`src/rtl/seq_pattern_detector.sv`:
```
// Serial bit-pattern detector (Mealy) with overlap control and a saturating match counter.
// Build option: define DET_REG_EN to register det (one cycle later, glitch-free).
module seq_pattern_detector #(
  parameter int               PAT_W   = 3,
  parameter logic [PAT_W-1:0] PATTERN = 3'b101,
  parameter int               CNT_W   = 8
) (
  input  logic             clk,
  input  logic             rst,
  input  logic             in_valid,
  input  logic             in_bit,
  input  logic             overlap,
  input  logic             cnt_clr,
  output logic             det,
  output logic [CNT_W-1:0] match_cnt,
  output logic             cnt_sat
);

  localparam int                FILL_W    = $clog2(PAT_W);
  localparam logic [FILL_W-1:0] LAST_FILL = FILL_W'(PAT_W - 1);

  typedef enum logic {
    FILL,
    RUN
  } state_t;

  state_t             state, state_nxt;
  logic [FILL_W-1:0]  fill, fill_nxt;
  logic [PAT_W-2:0]   hist, hist_nxt;
  logic [PAT_W-1:0]   window;
  logic [CNT_W-1:0]   cnt_nxt;
  logic               sat_nxt;
  logic               match;

  // State register; reset discards any partially received pattern.
  always_ff @(posedge clk) begin
    if (rst) begin
      state     <= FILL;
      fill      <= '0;
      hist      <= '0;
      match_cnt <= '0;
      cnt_sat   <= 1'b0;
    end else begin
      state     <= state_nxt;
      fill      <= fill_nxt;
      hist      <= hist_nxt;
      match_cnt <= cnt_nxt;
      cnt_sat   <= sat_nxt;
    end
  end

  always_comb begin
    state_nxt = state;
    fill_nxt  = fill;
    hist_nxt  = hist;
    cnt_nxt   = match_cnt;
    sat_nxt   = cnt_sat;
    window    = {hist, in_bit};
    match     = in_valid && (state == RUN) && (window == PATTERN);

    if (in_valid) begin
      hist_nxt = window[PAT_W-2:0];
      case (state)
        FILL: begin
          fill_nxt = fill + 1'b1;
          if (fill_nxt == LAST_FILL) begin
            state_nxt = RUN;
          end
        end
        RUN: begin
          // Non-overlapping: the matched bits may not seed the next match.
          if (match && !overlap) begin
            fill_nxt  = '0;
            hist_nxt  = '0;
            state_nxt = FILL;
          end
        end
        default: state_nxt = FILL;
      endcase
    end

    if (cnt_clr) begin
      cnt_nxt = '0;
      sat_nxt = 1'b0;
    end else if (match) begin
      if (&match_cnt) begin
        sat_nxt = 1'b1;
      end else begin
        cnt_nxt = match_cnt + 1'b1;
      end
    end
  end

`ifdef DET_REG_EN
  logic det_r;

  always_ff @(posedge clk) begin
    if (rst) begin
      det_r <= 1'b0;
    end else begin
      det_r <= match;
    end
  end

  assign det = det_r;
`else
  assign det = match;
`endif

endmodule

```
`config.mk`:
```
export PLATFORM = sky130hd
export DESIGN_NAME = seq_pattern_detector
export DESIGN_NICKNAME = d
export VERILOG_FILES = /design/src/rtl/seq_pattern_detector.sv
export SDC_FILE = /design/constraint.sdc
export NUM_CORES = 1
export LEC_CHECK = 0
export ABC_AREA = 1
export BUFFER_PORTS_ARGS = -buffer_cell sky130_fd_sc_hd__clkbuf_2
export CELL_PAD_IN_SITES_DETAIL_PLACEMENT = 1
export CELL_PAD_IN_SITES_GLOBAL_PLACEMENT = 1
export CORE_MARGIN = 2
export CORE_UTILIZATION = 35
export CTS_BUF_LIST = sky130_fd_sc_hd__clkbuf_2
export DETAILED_ROUTE_END_ITERATION = 6
export PLACE_DENSITY_LB_ADDON = 0.15
export SLEW_MARGIN = 20
export SYNTH_ARGS = -nofsm -noshare
export SYNTH_HDL_FRONTEND = slang
export SYNTH_SLANG_ARGS = --single-unit
```
`constraint.sdc`:
```
create_clock -name clk -period 1.25 [get_ports clk]
set_input_delay 0.125 -clock clk [delete_from_list [all_inputs] [get_ports clk]]
set_output_delay 0.125 -clock clk [all_outputs]
set_load 0.005 [all_outputs]
```
==> run metrics <==
post-route ant nets=0; hold_sp=rst; die area=0.00254 mm²; clock root buffer master=clkbuf_2; DP Area=911 µm²; Max FO, Critical Path=7; Post-Syn Area per Cell=7.24 µm²; first-pass GRT wire length=3210 µm; synthesis-stage register bit count=14; nets=143; Leakage Power=0.482 nW; fin. max-slew vios=0; # IOs=16; diode count=0; GRT Total Usage=0.167; Initial Util=0.376; CP most frequent cell=nand2_4; worst hold-check path type=primary input to register; most frequent cells in the layout=nand2_1 (22), clkbuf_2 (18), nor2_1 (13), inv_1 (11), buf_4 (11); Seq/Total Area, Yosys=0.372; DIE HEIGHT=50.4 µm; pwr dens=714 mW/mm²; Via density=4.77; Max Clk Rate=844 MHz; Worst Path Required=1.45 ns; Rows=16; DRC errors left=0; GPL Wtd Cong=0.804; CP Buf/Inv Count=0; post-route cell area=0.00103 mm²; RR Startpoint=match_cnt[1]; Overflow after GRT=0; post-synth cell types=24; vias in the first global route=768; antenna violations before repair=0; Mapped Cells=104; critical path's top delay family=simple AND/OR/NAND/NOR gates; Worst Hold End=hist[1]; actual slew at the worst max-slew pin=0.432 ns; cts hold-fix bufs=0; CTS buffer count=3; CP Launch Type=register; CP max stage delay=0.38 ns; final HPWL from detailed placement=1450 µm; Area growth syn-to-layout=37.4%; final WL=1950 µm; reg-to-reg slack, setup=0.07 ns; Ys Warns=0; hold-critical path depth=2; cell taking the most area after synthesis=dfxtp_1; Crit Path Class=register to register; top cell type's share of synthesized area=0.372; Mapped Area=753 µm²; final hold violation count=0; relative slew slack=0.711; R2R Path End=match_cnt[2]; leading cell type in the layout, fill and taps excluded=nand2_1; FF-to-FF path depth=7; H-tree levels=1; via count=763; PortBufs=15; fraction of layout cells with a size suffix above 1=0.414; Max Cap Viol=0; clk_lat worst skew=0.28 ns; Synth area leaders=dfxtp_1 (37%), nand2_1 (11%), nor2_1 (7.0%), a21oi_1 (6.0%), inv_1 (6.0%); TritonCTS clock tree=built; largest net degree at the start of global routing=8; Crit path arrival time=1.39 ns; post-synthesis net count=112; Max Clock Skew=0.00985 ns; core footprint=0.00200 mm²; Clock Pin Slew Worst Setup and Hold Paths=0.12 ns; Pre-antenna DRT Iters=4; final setup violating endpoints=0; CP cell instances=ha_4 -> nand2_4 -> nor2_4 -> nand2_4 -> nand2_8 -> nand2_1 -> a21oi_1; Fin Setup TNS=0 ns; period utilisation layout=0.947; filler cell count=269; Hold Slack=0.0497 ns; clk buf depth=2; CP max-delay cell=dfxtp_2; post-layout util=0.517; outcome=finished, final reports clean; Peak VDD IR=0.378 mV; average wire per standard cell=12.2 µm; Iteration-0 DRC Markers=8; crit end category=register; Chip Width=50.4 µm; Final min period=1.18 ns; # clock sinks=14
worst register-to-register path, delay by kind of cell (launching register included):
family,cells,cell delay [ns]
simple gates,5,0.41
compound gates,1,0.16
flops,1,0.38
fa+ha+maj,1,0.16
area by class of cell:
| cell class | instances | area (µm²) | share of cell area |
|---|---|---|---|
| Timing Repair Buffer | 27 | 178 | 0.172 |
| Tap cell | 27 | 33.8 | 0.0326 |
| Multi-Input combinational cell | 76 | 462 | 0.446 |
| Sequential cell | 14 | 290 | 0.281 |
| Clock buffer | 3 | 15.0 | 0.0145 |
| Inverter | 13 | 56.3 | 0.0544 |
power by group:
part	switching, mW	internal, mW	total [mW]
clock	0.146	0.0654	0.211
combinational	0.0359	0.0243	0.0603
sequential	0.00933	0.458	0.468
total	0.191	0.548	0.739
how the worst max path moves through the flow:
stage            startpoint           end  slack, ns  cells past startpoint
3_3_place_gp   match_cnt[1]  match_cnt[2]       0.03                      7
5_1_grt        match_cnt[2]  match_cnt[6]      -0.01                      6
6_report       match_cnt[1]  match_cnt[2]       0.07                      7
2_1_floorplan  match_cnt[1]  match_cnt[1]       0.01                      8
4_1_cts        match_cnt[0]  match_cnt[2]      0.006                      7
3_5_place_dp   match_cnt[1]  match_cnt[1]      -0.02                      8
cell usage after synthesis:
cell      count
nor2_1       14
nor3_2        1
xor2_1        1
ha_1          2
nor3_1        1
nand3_2       1
buf_4         1
nand2_8       1
or2_2         1
nand2_2       3
nor2_2        1
nand3_1       8
nand2_4       1
o21ai_0       3
nand2_1      23
xnor2_1       1
or2_0         1
a21oi_1       9
nor2_4        2
nand4_1       1
dfxtp_1      14
inv_6         1
inv_1        12
o21bai_1      1
registers in the layout (all words and copies together) (netlist names):
| register | cells |
|---|---|
| cnt_sat | 1 |
| fill | 2 |
| hist | 2 |
| match_cnt | 8 |
| state | 1 |
layer usage:
layer,global-route usage,wire (µm),vias up
li1,-,-,389
met3,0.0536,82,0
met2,0.309,1050,16
met1,0.189,822,358
met4,0.0270,0,0
met5,0,0,-
what timing repair did:
action	4_1_cts	5_1_grt
pin swaps	2	10
setup endpoints to repair	8	11
resized for setup	3	15
setup buffers	2	3
cloned	0	0
stage by stage:
stage / worst slack (ns) / instances / total power, mW
CTS: 0.00604 / 157 / 0.741
detailed placement: -0.0226 / 152 / 0.530
floorplan: 0.0101 / 104 / 0.509
finish: 0.0658 / 160 / 0.739
global route: -0.0101 / 160 / 0.776
global placement: 0.0267 / 152 / 0.528
logic make-up after synthesis:
group / count (synthesis) / synth area share
AND/OR/NAND/NOR: 59 / 0.400
buffers and inverters: 14 / 0.0814
flip-flops: 14 / 0.372
AO/OA/AOI/OAI: 13 / 0.0897
XOR/XNOR: 2 / 0.0233
adder cells (fa/ha/maj): 2 / 0.0332
(Power assumes the default switching activity.)
